File: src/rtl/cache_flush_manager_if.sv
// Handshake bundle for the FENCE.I cache-flush responder.
// The slave modport is the flush manager's view; master is the view of
// the surrounding pipeline, DCache and ICache.
interface cache_flush_manager_if #(
  parameter int DCACHE_INDEX_WIDTH = 7,
  parameter int DCACHE_WAY_WIDTH   = 1,
  parameter int PERF_COUNT_WIDTH   = 32
);
  // Requester side
  logic                          cacheFlushReq;
  logic                          cacheFlushComplete;
  logic                          pipelineClear;
  // DCache side
  logic                          mshrBusy;
  logic                          flushBusy;
  logic                          dcLineFlushReq;
  logic [DCACHE_INDEX_WIDTH-1:0] dcLineFlushIndex;
  logic [DCACHE_WAY_WIDTH-1:0]   dcLineFlushWay;
  logic                          dcLineFlushAck;
  // ICache side
  logic                          icFlushReq;
  logic                          icFlushDone;
  // Performance counters (zero unless the counter feature is built in)
  logic [PERF_COUNT_WIDTH-1:0]   flushCount;
  logic [PERF_COUNT_WIDTH-1:0]   lastFlushCycles;

  modport slave (
    input  cacheFlushReq, pipelineClear, mshrBusy, dcLineFlushAck, icFlushDone,
    output cacheFlushComplete, flushBusy, dcLineFlushReq, dcLineFlushIndex,
           dcLineFlushWay, icFlushReq, flushCount, lastFlushCycles
  );

  modport master (
    output cacheFlushReq, pipelineClear, mshrBusy, dcLineFlushAck, icFlushDone,
    input  cacheFlushComplete, flushBusy, dcLineFlushReq, dcLineFlushIndex,
           dcLineFlushWay, icFlushReq, flushCount, lastFlushCycles
  );
endinterface

File: src/rtl/cache_flush_manager.sv
// Responder side of the FENCE.I cache-flush handshake.
// Waits for DCache MSHRs to drain, walks every DCache line (write back and
// invalidate, one line per cycle at most), invalidates the ICache, then holds
// cacheFlushComplete until the requester re-presents the request or the
// pipeline clears.
// Optional feature macro: CACHE_FLUSH_PERF_COUNTER_EN adds a completed-flush
// counter and a last-flush cycle length; without it both outputs read 0.
module cache_flush_manager #(
  parameter int DCACHE_INDEX_WIDTH = 7,
  parameter int DCACHE_WAY_WIDTH   = 1,
  parameter int PERF_COUNT_WIDTH   = 32
) (
  input logic                   clk,
  input logic                   rst,
  cache_flush_manager_if.slave  bus
);

  localparam int LINE_W = DCACHE_INDEX_WIDTH + DCACHE_WAY_WIDTH;

  typedef enum logic [2:0] {
    S_IDLE      = 3'd0,
    S_WAIT_MSHR = 3'd1,
    S_DC_WALK   = 3'd2,
    S_IC_FLUSH  = 3'd3,
    S_DONE      = 3'd4
  } state_e;

  state_e            state_q, state_d;
  logic [LINE_W-1:0] line_q, line_d;
  logic              busy_q, busy_d;
  logic              line_req_q, line_req_d;
  logic              ic_req_q, ic_req_d;
  logic              complete_q, complete_d;

  // Next-state and next-output decode; outputs are decoded from the next
  // state so every output comes straight from a flop.
  always_comb begin
    // NOTE: every signal gets a default before the case so no path leaves it
    // unassigned, which would otherwise infer a latch.
    state_d = state_q;
    line_d  = line_q;
    unique case (state_q)
      S_IDLE: begin
        if (bus.cacheFlushReq) begin
          state_d = S_WAIT_MSHR;
          line_d  = '0;
        end
      end
      S_WAIT_MSHR: begin
        if (!bus.mshrBusy) state_d = S_DC_WALK;
      end
      S_DC_WALK: begin
        // The line request is always up in this state, so an ack here is
        // always for the presented line; the counter wraps to 0 on the last.
        if (bus.dcLineFlushAck) begin
          line_d = line_q + LINE_W'(1);
          if (&line_q) state_d = S_IC_FLUSH;
        end
      end
      S_IC_FLUSH: begin
        if (bus.icFlushDone) state_d = S_DONE;
      end
      S_DONE: begin
        if (bus.cacheFlushReq || bus.pipelineClear) state_d = S_IDLE;
      end
      default: state_d = S_IDLE;
    endcase

    busy_d     = (state_d == S_WAIT_MSHR) || (state_d == S_DC_WALK) ||
                 (state_d == S_IC_FLUSH);
    line_req_d = (state_d == S_DC_WALK);
    ic_req_d   = (state_d == S_IC_FLUSH);
    complete_d = (state_d == S_DONE);
  end

  // State, line counter and registered outputs; reset drops everything at once.
  always_ff @(posedge clk) begin
    // NOTE: state is updated with non-blocking assignments so every flop
    // samples the values from before this edge, independent of statement order.
    if (!rst) begin
      state_q    <= S_IDLE;
      line_q     <= '0;
      busy_q     <= 1'b0;
      line_req_q <= 1'b0;
      ic_req_q   <= 1'b0;
      complete_q <= 1'b0;
    end else begin
      state_q    <= state_d;
      line_q     <= line_d;
      busy_q     <= busy_d;
      line_req_q <= line_req_d;
      ic_req_q   <= ic_req_d;
      complete_q <= complete_d;
    end
  end

  assign bus.flushBusy          = busy_q;
  assign bus.dcLineFlushReq     = line_req_q;
  assign bus.dcLineFlushIndex   = line_q[DCACHE_INDEX_WIDTH-1:0];
  assign bus.dcLineFlushWay     = line_q[LINE_W-1 -: DCACHE_WAY_WIDTH];
  assign bus.icFlushReq         = ic_req_q;
  assign bus.cacheFlushComplete = complete_q;

`ifdef CACHE_FLUSH_PERF_COUNTER_EN
  logic [PERF_COUNT_WIDTH-1:0] cyc_q, cyc_d;
  logic [PERF_COUNT_WIDTH-1:0] fcnt_q, fcnt_d;
  logic [PERF_COUNT_WIDTH-1:0] last_q, last_d;

  // Cycle counter covers WAIT_MSHR through the final IC_FLUSH cycle; on entry
  // to DONE the length is latched and the completed-flush count bumps.
  always_comb begin
    cyc_d  = cyc_q;
    fcnt_d = fcnt_q;
    last_d = last_q;
    if (state_q == S_IDLE) begin
      cyc_d = '0;
    end else if ((state_q != S_DONE) && !(&cyc_q)) begin
      cyc_d = cyc_q + PERF_COUNT_WIDTH'(1);
    end
    if ((state_q == S_IC_FLUSH) && bus.icFlushDone) begin
      last_d = (&cyc_q) ? cyc_q : cyc_q + PERF_COUNT_WIDTH'(1);
      if (!(&fcnt_q)) fcnt_d = fcnt_q + PERF_COUNT_WIDTH'(1);
    end
  end

  // Performance counter flops, cleared by reset.
  always_ff @(posedge clk) begin
    if (!rst) begin
      cyc_q  <= '0;
      fcnt_q <= '0;
      last_q <= '0;
    end else begin
      cyc_q  <= cyc_d;
      fcnt_q <= fcnt_d;
      last_q <= last_d;
    end
  end

  assign bus.flushCount      = fcnt_q;
  assign bus.lastFlushCycles = last_q;
`else
  assign bus.flushCount      = '0;
  assign bus.lastFlushCycles = '0;
`endif

endmodule

File: src/flat_wrapper.sv
// flat-port wrapper written by rule: the top's interface ports become plain ports
module cache_flush_manager_flat 
#(
  parameter int DCACHE_INDEX_WIDTH = 7,
  parameter int DCACHE_WAY_WIDTH   = 1,
  parameter int PERF_COUNT_WIDTH   = 32
)
  (clk, rst, bus_cacheFlushReq, bus_pipelineClear, bus_mshrBusy, bus_dcLineFlushAck, bus_icFlushDone, bus_cacheFlushComplete, bus_flushBusy, bus_dcLineFlushReq, bus_dcLineFlushIndex, bus_dcLineFlushWay, bus_icFlushReq, bus_flushCount, bus_lastFlushCycles);
  cache_flush_manager_if #(.DCACHE_INDEX_WIDTH(DCACHE_INDEX_WIDTH), .DCACHE_WAY_WIDTH(DCACHE_WAY_WIDTH), .PERF_COUNT_WIDTH(PERF_COUNT_WIDTH)) bus_i ();
  input logic clk;
  input logic rst;
  input wire logic [$bits(bus_i.cacheFlushReq)-1:0] bus_cacheFlushReq;
  input wire logic [$bits(bus_i.pipelineClear)-1:0] bus_pipelineClear;
  input wire logic [$bits(bus_i.mshrBusy)-1:0] bus_mshrBusy;
  input wire logic [$bits(bus_i.dcLineFlushAck)-1:0] bus_dcLineFlushAck;
  input wire logic [$bits(bus_i.icFlushDone)-1:0] bus_icFlushDone;
  output wire logic [$bits(bus_i.cacheFlushComplete)-1:0] bus_cacheFlushComplete;
  output wire logic [$bits(bus_i.flushBusy)-1:0] bus_flushBusy;
  output wire logic [$bits(bus_i.dcLineFlushReq)-1:0] bus_dcLineFlushReq;
  output wire logic [$bits(bus_i.dcLineFlushIndex)-1:0] bus_dcLineFlushIndex;
  output wire logic [$bits(bus_i.dcLineFlushWay)-1:0] bus_dcLineFlushWay;
  output wire logic [$bits(bus_i.icFlushReq)-1:0] bus_icFlushReq;
  output wire logic [$bits(bus_i.flushCount)-1:0] bus_flushCount;
  output wire logic [$bits(bus_i.lastFlushCycles)-1:0] bus_lastFlushCycles;
  assign bus_i.cacheFlushReq = bus_cacheFlushReq;
  assign bus_i.pipelineClear = bus_pipelineClear;
  assign bus_i.mshrBusy = bus_mshrBusy;
  assign bus_i.dcLineFlushAck = bus_dcLineFlushAck;
  assign bus_i.icFlushDone = bus_icFlushDone;
  assign bus_cacheFlushComplete = bus_i.cacheFlushComplete;
  assign bus_flushBusy = bus_i.flushBusy;
  assign bus_dcLineFlushReq = bus_i.dcLineFlushReq;
  assign bus_dcLineFlushIndex = bus_i.dcLineFlushIndex;
  assign bus_dcLineFlushWay = bus_i.dcLineFlushWay;
  assign bus_icFlushReq = bus_i.icFlushReq;
  assign bus_flushCount = bus_i.flushCount;
  assign bus_lastFlushCycles = bus_i.lastFlushCycles;
  cache_flush_manager #(.DCACHE_INDEX_WIDTH(DCACHE_INDEX_WIDTH), .DCACHE_WAY_WIDTH(DCACHE_WAY_WIDTH), .PERF_COUNT_WIDTH(PERF_COUNT_WIDTH)) u_core (.clk(clk), .rst(rst), .bus(bus_i));
endmodule
File: config.mk
export PLATFORM = sky130hd
export DESIGN_NAME = cache_flush_manager_flat
export DESIGN_NICKNAME = d
export VERILOG_FILES = /design/src/rtl/cache_flush_manager_if.sv /design/src/rtl/cache_flush_manager.sv /design/src/flat_wrapper.sv
export SDC_FILE = /design/constraint.sdc
export NUM_CORES = 1
export LEC_CHECK = 0
export CAP_MARGIN = 10
export CORE_MARGIN = 2
export CORE_UTILIZATION = 35
export DETAILED_ROUTE_END_ITERATION = 8
export PLACE_DENSITY = 0.81
export SLEW_MARGIN = 20
export SYNTH_ARGS = -nofsm -noshare
export SYNTH_HDL_FRONTEND = slang
export SYNTH_SLANG_ARGS = --single-unit
File: constraint.sdc
create_clock -name clk -period 1.53 [get_ports clk]
set_input_delay 0.153 -clock clk [delete_from_list [all_inputs] [get_ports clk]]
set_output_delay 0.153 -clock clk [all_outputs]
set_load 0.005 [all_outputs]
=== Yosys cells after proc, flatten, opt, wreduce, memory -nomap -nowiden ===
Cells that the tools add are included.

* Equal/unequal tests: 10
* $add $sub $neg: 1
* Reductions and logical operators: 7
* Mux-type cells: 10

{| class="wikitable"
|+ Operators by type and width
! cell !! number
|-
| 3-bit 2-to-1 mux || 6
|-
| 8-bit 2-to-1 mux || 2
|-
| 8-bit case mux with 2 select lines || 1
|-
| 3-bit case mux with 5 select lines || 1
|-
| 3-bit by 2-bit == test with 1-bit output (second input constant) || 4
|-
| 8-bit by 1-bit adder with 8-bit output (second input constant) || 1
|-
| 8-bit AND reduction || 1
|-
| 3-bit by 1-bit == test with 1-bit output (second input constant) || 2
|-
| 3-bit == test (second input constant) || 2
|-
| 2-bit inequality test (second input constant) || 2
|-
| 3-bit zero test || 1
|-
| 1-bit logical OR || 3
|-
| 3-bit AND reduction || 1
|-
| 2-bit nonzero test || 1
|}

* Logic and storage cells: 34
* Flip-flop bits (word level): 15

=== Longest topological paths before layout ===
* Depth after elaboration: 7
* Gate-level depth with buffers: 5

=== Worst setup path after synthesis ===
Ideal clock, no wire load.

* Kind: register to register
* Start point: register u_core.state_q[0]
* End point: register u_core.line_q[7]
* Stages on the path, launching flop included: 6
* Data arrival time: 1.188 ns
* Setup slack: 0.213 ns
* Setup time: 0.128 ns
* Cell sequence: dfxtp_1 > or2_4 > buf_6 > nor4_2 > xnor2_1 > nor2_1

* Longest elaborated chain between the ends: 3
* Elaborated cells on any way between the ends: 7
* Those cells by class: eq/ne: 3; mux: 1; reduce/logical: 3

{| class="wikitable"
|+ RTL lines
! item !! RTL line !! source
|-
| from (decl) || cache_flush_manager.sv:28 || <nowiki>state_e state_q, state_d;</nowiki>
|-
| from (signal assigned) || cache_flush_manager.sv:88 || <nowiki>state_q <= state_d;</nowiki>
|-
| 3-bit by 2-bit == test with 1-bit output or 3-bit zero test (tied branches) || cache_flush_manager.sv:42 || <nowiki>unique case (state_q)</nowiki>
|-
| 2-bit inequality test (no source line) or 2-bit nonzero test (tied branches) || - ||
|-
| 3-bit AND reduction (no source line) || - ||
|-
| to (signal assigned) || cache_flush_manager.sv:89 || <nowiki>line_q <= line_d;</nowiki>
|-
| to (decl) || cache_flush_manager.sv:29 || <nowiki>logic [LINE_W-1:0] line_q, line_d;</nowiki>
|}

Parallel ways exist; a longest one is shown, timed or not.
A chain may end at the register's enable or synchronous reset.

=== Final worst setup path ===
* Start point: register u_core.line_q[4]
* End point: output bus_dcLineFlushIndex[4]

{| class="wikitable"
|+ RTL lines
! item !! RTL line !! source
|-
| to (decl) || flat_wrapper.sv:20 || <nowiki>output wire logic [$bits(bus_i.dcLineFlushIndex)-1:0] bus_dcLineFlushIndex;</nowiki>
|}

No word-level cell between the ends.

==> impl_metrics.env <==
export IMPL_multi_input_area_um2=586
export IMPL_cts_sinks=15
export IMPL_hold_path_class="in -> reg"
export IMPL_post_route_period_util_pct=93.8
export IMPL_drt_wl_total_um=1710
export IMPL_status="completed"
export IMPL_synthDistinctLibCells=26
export IMPL_first_global_vias=547
export IMPL_place_area_mm2=0.00116
export IMPL_core_area_mm2=0.00310
export IMPL_netlist_instances=140
export IMPL_ys_top_cells_by_count="64 x buf_4, 15 x dfxtp_1, 9 x nor2_1"
export IMPL_synth_seq_cells=15
export IMPL_final_nets=172
export IMPL_io_pins=83
export IMPL_critPathTopFamily="buffers and inverters"
export IMPL_cts_setup_buffers=0
export IMPL_period_needed_ns=1.44
export IMPL_area_growth_pct=3.36
export IMPL_std_cell_rows=20
export IMPL_drv_slew=0
export IMPL_htreeDepth=1
export IMPL_cts_tree="done"
export IMPL_max_freq_mhz=697
export IMPL_avgSynthCellArea_um2=8.25
export IMPL_wl_per_cell_um=8.26
export IMPL_root_buffer="clkbuf_4"
export IMPL_vias_per_cell=3.65
export IMPL_crit_buf_inv=1
export IMPL_crit_path_cell_trace="clkdlybuf4s50_1"
export IMPL_initial_utilization_pct=37.2
export IMPL_peakVddDrop_mv=0.205
export IMPL_busiest_layer="met2"
export IMPL_synth_edff_count=0
export IMPL_final_hold_viol_count=0
export IMPL_grtUsageMet2_pct=15.2
export IMPL_syn_area_mm2=0.00115
export IMPL_setup_violations_final=0
export IMPL_async_reset_ff_share_pct=0
export IMPL_skew_ns=0.000696
export IMPL_met3_usage_pct=1.26
export IMPL_cp_start_kind="flop"
export IMPL_synth_main_ff_cell="dfxtp_1"
export IMPL_place_detailed_hpwl_um=1410
export IMPL_hold_ws_ns=0.540
export IMPL_gp_congestion=0.765
export IMPL_yosys_area_top_type="buf_4"
export IMPL_p_leak_uw=0.000521
export IMPL_clk_pin_slew_ns=0.09
export IMPL_max_slew_worst_pin_slew_ns=0.514
export IMPL_fp_dieH_um=61.4
export IMPL_die_x_um=61.4
export IMPL_antenna_cells=0
export IMPL_grt_total_usage_pct=9.25
export IMPL_synth_most_common_cell="buf_4"
export IMPL_totalPowerFinal_uw=778
export IMPL_antenna_found_initial=0
export IMPL_design_area_mm2=0.00119
export IMPL_clk_path_buf_depth=2
export IMPL_fp_dieArea_mm2=0.00377
export IMPL_placed_cells=203
export IMPL_antenna_left=0
export IMPL_fin_cells=207
export IMPL_vias=756
export IMPL_nFillCells=315
export IMPL_synth_top_area_share_pct=41.6
export IMPL_port_buffers=18
export IMPL_synthTopCellsByArea="buf_4 42%, dfxtp_1 26%, xnor2_1 4.6%"
export IMPL_grt_ovfl_total=0
export IMPL_end_kind="output port"
export IMPL_seqCellArea_um2=300
export IMPL_numCtsBuffers=3
export IMPL_holdBufCountCts=0
export IMPL_cap_violations=0
export IMPL_worstPathArrival_ns=1.28
export IMPL_yosys_warnings=0
export IMPL_firstDrtPassIters=4
export IMPL_drcViolationCount=0
export IMPL_max_slew_margin_pct=65.0
export IMPL_clock_latency_ns=0.28
export IMPL_drt_iter0_drc=12
export IMPL_grt_util_met1_pct=10.7
export IMPL_ys_seq_area_share_pct=26.0
export IMPL_cp_max_fo=6
export IMPL_grt_pass1_wl_um=2530
export IMPL_max_stage_delay_ns=0.55
export IMPL_critPathKind="reg -> out"
export IMPL_drive_gt1_share_pct=8.59
export IMPL_grt_start_max_net_pins=13
export IMPL_fin_util_pct=38.5
export IMPL_slowest_stage="clkdlybuf4s50_1"
export IMPL_crit_required_ns=1.38
export IMPL_powerDensity_mw_per_mm2=652
per-layer routing:
| metal | up-vias | part of all wire [%] | wire, um |
|---|---|---|---|
| met5 | - | 0 | 0 |
| met4 | 0 | 2.7 | 46 |
| met3 | 4 | 8.0 | 137 |
| met2 | 46 | 51 | 875 |
| met1 | 335 | 38 | 651 |
| li1 | 371 | - | - |
repair_timing:
action / in CTS / in global routing
endpoints found under the hold margin: 0 / 0
resized for setup: 0 / 1
endpoints found under the setup margin: 0 / 1
cells in the final DEF (no fill, tap or decap), drive strengths merged:
cell type,synthesis,layout
nand4,2,2
or3,3,3
inv,4,4
clkbuf,0,3
nor2,9,9
nor3b,1,1
nor3,2,2
clkdlybuf4s50,0,18
and2,1,1
nor2b,1,1
nor4,5,5
buf,66,4
nand4b,1,1
ha,1,1
a21oi,6,6
nand2,5,5
a22oi,1,1
or2,1,1
mux2i,1,1
xnor2,6,6
nand3,2,2
dfxtp,15,15
conb,1,64
nand2b,1,1
clkinv,0,1
o21ai,5,5
kinds of logic (layout without fill, tap and decap cells):
kind of cell    after synthesis  after routing  synth area share [%]
fa+ha+maj                     1              1                  1.08
buf+inv                      70             30                  44.3
xor+xnor                      6              6                  4.55
flops                        15             15                  26.0
mux                           1              1                  1.19
other cells                   1             64                 0.325
compound gates               12             12                  5.42
simple gates                 34             34                  17.1
state kept, by name (all words and copies together) (netlist names):
| register | count |
|---|---|
| u_core.bus.dcLineFlushReq | 1 |
| u_core.line_q | 8 |
| u_core.bus.cacheFlushComplete | 1 |
| u_core.state_q | 3 |
| u_core.bus.flushBusy | 1 |
| u_core.bus.icFlushReq | 1 |
where the power goes:
group          internal (uW)  switching (uW)
sequential               403            10.6
combinational           53.3            86.1
clock                   97.1             128
through the flow:
step | setup slack [ns] | setup TNS (ns)
2_1_floorplan | 0.213 | 0
3_5_place_dp | 0.0319 | 0
5_1_grt | -0.000851 | -0.000851
6_report | 0.0947 | 0
3_3_place_gp | 0.0637 | 0
4_1_cts | 0.0868 | 0
cell type report:
type	count	area share, %
multi-input combinational	118	49.1
clock inverter	1	0.419
tap	44	4.61
inverter	4	1.26
timing repair buffer	22	17.6
sequential	15	25.2
clock buffer	3	1.89
worst paths after layout:
| path | to | slack, ns | start | cells after the start |
|---|---|---|---|---|
| max | bus_dcLineFlushIndex[4] | 0.09 | u_core.line_q[4] | 1 |
| min | u_core.state_q[2] | 0.54 | bus_icFlushDone | 3 |
| max reg2reg | u_core.line_q[3] | 0.14 | u_core.state_q[1] | 4 |
| min reg2reg | u_core.state_q[2] | 0.54 | u_core.state_q[2] | 2 |
No activity file was read; power rests on OpenSTA's default activity.
